$ cat src/rtl/dp_issue_unit.sv
// dp_issue_unit
//   Issue/collect wrapper around an external fixed-latency datapath.
//   Operand triples are registered onto dp_a/dp_b/dp_c and tracked by a tag
//   pipeline v[0..LATENCY]. Results arrive on dp_x/dp_z and are captured into
//   a DEPTH-entry result FIFO. in_ready admits a new triple only while
//   (ops in flight + FIFO entries) < DEPTH, so a capture always finds space.
//
// Ports
//   clk, rst                  clock, asynchronous active-low reset
//   in_valid, in_ready        upstream handshake for the operand triple
//   in_a, in_b, in_c          operand triple (W_IN, signed)
//   dp_a, dp_b, dp_c          registered operands to the datapath
//   dp_x, dp_z                registered datapath results (W_OUT, signed)
//   out_valid, out_ready      downstream handshake for the FIFO head
//   out_x, out_z              FIFO head results, zero while out_valid=0
//   busy                      any op in flight or any FIFO entry held
module dp_issue_unit #(
    parameter int W_IN    = 64,
    parameter int W_OUT   = 32,
    parameter int LATENCY = 2,
    parameter int DEPTH   = 4
) (
    input  logic             clk,
    input  logic             rst,
    input  logic             in_valid,
    output logic             in_ready,
    input  logic [W_IN-1:0]  in_a,
    input  logic [W_IN-1:0]  in_b,
    input  logic [W_IN-1:0]  in_c,
    output logic [W_IN-1:0]  dp_a,
    output logic [W_IN-1:0]  dp_b,
    output logic [W_IN-1:0]  dp_c,
    input  logic [W_OUT-1:0] dp_x,
    input  logic [W_OUT-1:0] dp_z,
    output logic             out_valid,
    input  logic             out_ready,
    output logic [W_OUT-1:0] out_x,
    output logic [W_OUT-1:0] out_z,
    output logic             busy
);

    localparam int PW = (DEPTH > 1) ? $clog2(DEPTH) : 1;
    // Wide enough for inflight + fifo_count, whose maximum is LATENCY+1+DEPTH.
    localparam int CW = $clog2(LATENCY + DEPTH + 2);
    localparam logic [PW-1:0] LAST_PTR = PW'(DEPTH - 1);

    logic [LATENCY:0]  v;
    logic [CW-1:0]     inflight;
    logic [CW-1:0]     fifo_count;
    logic [PW-1:0]     wr_ptr;
    logic [PW-1:0]     rd_ptr;
    logic [W_OUT-1:0]  mem_x [DEPTH];
    logic [W_OUT-1:0]  mem_z [DEPTH];
    logic              issue;
    logic              push;
    logic              pop;

    // Pointers wrap explicitly so DEPTH need not be a power of two.
    function automatic logic [PW-1:0] ptr_next(input logic [PW-1:0] p);
        return (p == LAST_PTR) ? '0 : p + 1'b1;
    endfunction

    // NOTE: every variable assigned in always_comb gets a default first, so no
    // path leaves it unassigned and no latch is inferred.
    always_comb begin
        inflight = '0;
        for (int j = 0; j <= LATENCY; j++) begin
            inflight = inflight + CW'(v[j]);
        end
    end

    // Gated by rst so in_ready reads 0 while reset is held; built from
    // registered counts only, so a pop this cycle frees its slot next cycle.
    assign in_ready  = rst && ((inflight + fifo_count) < CW'(DEPTH));
    assign issue     = in_valid && in_ready;
    assign push      = v[LATENCY];
    assign out_valid = (fifo_count != '0);
    assign pop       = out_valid && out_ready;
    assign out_x     = out_valid ? mem_x[rd_ptr] : '0;
    assign out_z     = out_valid ? mem_z[rd_ptr] : '0;
    assign busy      = (inflight != '0) || out_valid;

    // NOTE: sequential state uses non-blocking assignments so every register
    // samples pre-edge values regardless of statement order.
    always_ff @(posedge clk or negedge rst) begin
        if (!rst) begin
            v          <= '0;
            wr_ptr     <= '0;
            rd_ptr     <= '0;
            fifo_count <= '0;
            dp_a       <= '0;
            dp_b       <= '0;
            dp_c       <= '0;
        end else begin
            // Tag pipeline never stalls: a tag reaching v[LATENCY] marks the
            // cycle in which its result sits on dp_x/dp_z.
            v <= {v[LATENCY-1:0], issue};
            if (issue) begin
                dp_a <= in_a;
                dp_b <= in_b;
                dp_c <= in_c;
            end
            if (push) wr_ptr <= ptr_next(wr_ptr);
            if (pop)  rd_ptr <= ptr_next(rd_ptr);
            case ({push, pop})
                2'b10:   fifo_count <= fifo_count + 1'b1;
                2'b01:   fifo_count <= fifo_count - 1'b1;
                default: fifo_count <= fifo_count;
            endcase
        end
    end

    // NOTE: FIFO storage has no reset; out_valid masks stale contents and the
    // tag pipeline (which is reset) is the only thing that enables a write.
    always_ff @(posedge clk) begin
        if (push) begin
            mem_x[wr_ptr] <= dp_x;
            mem_z[wr_ptr] <= dp_z;
        end
    end

endmodule

$ cat config.mk
export PLATFORM = sky130hd
export DESIGN_NAME = dp_issue_unit
export DESIGN_NICKNAME = d
export VERILOG_FILES = /design/src/rtl/dp_issue_unit.sv
export SDC_FILE = /design/constraint.sdc
export NUM_CORES = 1
export LEC_CHECK = 0
export ABC_AREA = 1
export ABC_CLOCK_PERIOD_IN_PS = 2100
export BUFFER_PORTS_ARGS = -buffer_cell sky130_fd_sc_hd__buf_2
export CAP_MARGIN = 10
export CORE_AREA = 2 2 230 232
export CTS_CLUSTER_DIAMETER = 100
export DETAILED_ROUTE_END_ITERATION = 8
export DIE_AREA = 0 0 232 234
export PLACE_DENSITY = 0.58
export SLEW_MARGIN = 30
export SYNTH_ARGS = -nofsm -noshare
export SYNTH_HDL_FRONTEND = slang
export SYNTH_SLANG_ARGS = --single-unit
$ cat constraint.sdc
create_clock -name clk -period 2.1 [get_ports clk]
set_input_delay 0.21 -clock clk [delete_from_list [all_inputs] [get_ports clk]]
set_output_delay 0.21 -clock clk [all_outputs]
set_load 0.02 [all_outputs]
# == Word-level counts from Yosys, hierarchy flattened ==
# Memory sizes are Yosys's and may differ from the RTL's.
# Index checks and enable logic that the tools add are counted.
# totals
register_bits,202
mem_bits_rw,256
output_inout_bits,259
wordCells,35
memories,2
# op_classes
addsub,7
magnitude_cmp,1
n_eq_ne,4
n_mux,7
n_reduce_logical,7
# memory_table
name,depth,width,rd,rd_clocked_by_memory_dff,wr,line,rtl
mem_x,4,32,1,0,1,52,logic [W_OUT-1:0] mem_x [DEPTH];
mem_z,4,32,1,0,1,53,logic [W_OUT-1:0] mem_z [DEPTH];
# op_table
op,count
$mux 32,2
$eq 2x2->1 const B,3
$pmux 3 s2,1
$reduce_bool 3->1,2
$add 2x1->2 const B,2
$mux 2,2
$add 2x1->3,1
$add 3x1->3 const B,1
$add 3x3->3,1
$logic_and 1x1->1,3
$lt 3x3->1 const B,1
$sub 3x1->3 const B,1
$add 1x1->2,1
$eq 2x1->1 const B,1
$mux 1,2
$reduce_bool 2->1,1
$logic_or 1x1->1,1

# == Depth between registers and ports, before layout ==
# logic_depth
ltp_word,6
ltp_mapped,10

# == Worst setup path after synthesis ==
# OpenSTA, ideal clock, no wires.
# synth_path
path_type,flip-flop to flip-flop
start,register wr_ptr[0]
end,"memory mem_x[0][0], enable pin"
setup_ns,0.418
arrival_ns,1.926
required_ns,1.682
slack_ns,-0.244
path_stages_with_launch,5
synth_period_minus_slack_ns,2.344
path_cell_list,dfrtp_1 -> inv_1 -> ha_1 -> nand2_1 -> inv_1
# synth_rtl
element,line,rtl
start: declaration,50,logic [PW-1:0] wr_ptr;
start signal: assignment,103,if (push) wr_ptr <= ptr_next(wr_ptr);
end: declaration,52,
# Straight into the memory's write port.

# == Worst setup path after layout ==
# layout_path
start,register v[0]
end,output port in_ready
# layout_via
elab_chain_len,5
# layout_rtl
element,line,rtl
start: declaration,47,logic [LATENCY:0] v;
start signal: assignment,97,"v <= {v[LATENCY-1:0], issue};"
$add 1x1->2,68,inflight = inflight + CW'(v[j]);
$add 2x1->3,68,
$add 3x3->3,74,assign in_ready = rst && ((inflight + fifo_count) < CW'(DEPTH));
$lt 3x3->1,74,
$logic_and 1x1->1,74,
end: declaration,26,"output logic in_ready,"
# Every way passes these cells.

==> out/results.ini <==
[die]
die_area_um2=54300
num_rows=84
die_w_um=232
fp.dieH_um=234
start_util=0.346
core_area_um2=52000
ios=519

[logic_synthesis]
synth_area_per_cell_um2=10.9
synth_top_cell_by_area=edfxtp_1
netlist.area_leader.share=0.427
yosys_warnings=0
synthDistinctLibCells=22
yosysSeqAreaShare=0.708
ys_top_cells_by_area=edfxtp_1 (43%), dfrtp_1 (28%), nand2_1 (8.3%)
synth_nets=1922
ys_seq_elements=458
syn_inst=1653
synth_area_um2=18000

[clock_network]
cts_made_buffers=50
clock_latency_ns=0.58
cts.htree.levels=2
clockBufferDepth=3
cts-root-buf=clkbuf_16
tritoncts=built
cts.reportedPaths.clkPinSlew_ns=0.06
cts_sinks=458

[drt]
drt_iter0_markers=937
vias=16000
drc=0
ant_nets=0
route.final.wire_length_um=66100
wl_per_cell_um=20.3
routed_via_density=4.90
dr.pass1.iters=5

[timing]
finalCritPeriodShare=1.17
layout_setup_ws_ns=-0.354
hold_viol=0
relSlewSlack=0.471
maxSlewViolCount=0
tightest_slew_ns=0.793
setup_violations=238
worst_clock_skew_ns=0.0135
fmax_mhz=407
fin_crit_ns=2.45
fin_hold_ws_ns=0.0778
rsz0062_at_grt=true

[worst_setup_path]
timing.rr.start=v[0]
arrival_ns=2.24
setup.worst_path.class=reg -> out
reg2regPathDepth=12
crit_required_ns=1.89
cp_max_fo=3
start_kind=register
startpoint=v[0]
cp-end-kind=output port

[power]
p_leak_nw=12.9
ir_drop_uv=999
power.density_nw_per_um2=1530

[placed_design]
routabilityCongestion=0.921
hpwl_um=36000
placed_cells=2809
io_buffers=518

[finish]
instances_no_fill=3259
drive_above_1_share=0.407
final_nets=2782
area_delta_synth_final_pct=64.5
multiInputGateArea_um2=6090
fill_cells=4166
seqCellArea_um2=12800

[run_status]
violations=negative setup slack
outcome=complete, but fails checks

[grt]
grt_first_pass_wirelength_um=94600
grt_util_all_layers=0.230
grt_max_degree=137
grt_pass1_vias=16300
grt_overflow=0
grt_antenna_before_repair=14

[flow_run]
drv_cap=0

[hold_path]
worstHoldPathType=in -> async

[cell usage after synthesis (all sizes together)]
master  count
a21oi      66
nand2     397
o21ai     134
clkbuf     44
inv        17
buf        69
edfxtp    256
nand3     194
xor2        1
fa          2
nor2      261
xnor2       1
nand4       1
nor3        1
ha          7
dfrtp     202
[registers in the layout (all words and copies together), names as in the netlist, 3 cells and up]
name / flops
fifo_count: 3
mem_x: 128
v: 3
dp_c: 64
dp_a: 64
dp_b: 64
mem_z: 128
[where the power goes]
part           leakage (nW)  switching (W)  total (W)  internal [W]
registers              4.83        0.00135     0.0131        0.0118
logic                  7.26         0.0133     0.0230       0.00966
clock network         0.856        0.00360    0.00917       0.00557
total                  12.9         0.0182     0.0452        0.0270
[worst paths after layout]
| kind | slack [ns] | end |
|---|---|---|
| setup / recovery | -0.35 | in_ready |
| hold / removal | 0.08 | dp_b[32] |
| hold reg to reg | 0.42 | v[1] |
| max in group asynchronous | 0.94 | dp_a[45] |
| min in group clk | 0.11 | rd_ptr[1] |
| setup reg to reg | -0.33 | dp_a[49] |
[routing by layer]
| metal | part of all wire | global-route usage | wire (um) | up-vias |
|---|---|---|---|---|
| met5 | 0.00036 | 0 | 24 | - |
| met4 | 0.041 | 0.0970 | 2680 | 4 |
| met3 | 0.083 | 0.0711 | 5490 | 166 |
| met2 | 0.51 | 0.403 | 33700 | 653 |
| met1 | 0.37 | 0.259 | 24200 | 7835 |
| li1 | - | - | - | 7325 |
[logic make-up after synthesis]
logic type | synth area share
xor+xnor | 0.000973
fa+ha+maj | 0.00709
simple gates | 0.192
buf+inv | 0.0361
flops | 0.708
compound gates | 0.0556
[cell usage in the layout, fill, tap and decap left out, drive strengths merged, types with 7 or more instances in the layout]
cell | Yosys | routed
nand3 | 194 | 194
clkinv | 0 | 16
dfrtp | 202 | 202
o21ai | 134 | 134
nand2 | 397 | 397
diode | 0 | 16
clkinvlp | 0 | 8
ha | 7 | 7
dlygate4sd3 | 0 | 258
nor2 | 261 | 261
a21oi | 66 | 66
clkbuf | 44 | 77
inv | 17 | 13
buf | 69 | 655
edfxtp | 256 | 256
[layout make-up]
| type | count | share of cell area |
|---|---|---|
| flip-flops and latches | 458 | 0.431 |
| repair buffers | 920 | 0.269 |
| multi-input cells | 1065 | 0.206 |
| clock buffers | 70 | 0.0504 |
| well taps | 688 | 0.0291 |
| clock inverters | 24 | 0.00875 |
| inverters | 17 | 0.00363 |
| diodes | 16 | 0.00135 |
| repair inverters | 1 | 0.00101 |
[stage by stage]
step                total power (W)  cell area [um2]  worst slack (ns)   util  TNS (ns)
CTS                          0.0432            28500            -0.416  0.548    -32.79
global placement             0.0277            21800            -0.117  0.418    -12.57
global route                 0.0474            29600            -0.465  0.569    -70.40
floorplan                    0.0219            18000            0.0668      -         0
detailed placement           0.0279            21800            -0.165  0.418    -18.29
finish                       0.0452            29600            -0.354  0.569    -44.24
[worst max-delay path, stage by stage (launching register included)]
cell	delay, ns
dfrtp_1	0.40
fa_2	0.43
ha_4	0.29
nand3_4	0.08
a21oi_2	0.18
nor2_4	0.06
buf_6	0.12
buf_6	0.12
[timing repair]
action,in CTS,in global routing
gates resized for setup,461,240
hold buffers,258,0
buffers inserted,31,20
cloned,34,6
pin swaps,164,109
endpoints found under the setup margin,259,260
endpoints found under the hold margin,514,0
Note: power is estimated with default switching activity, not from simulation.
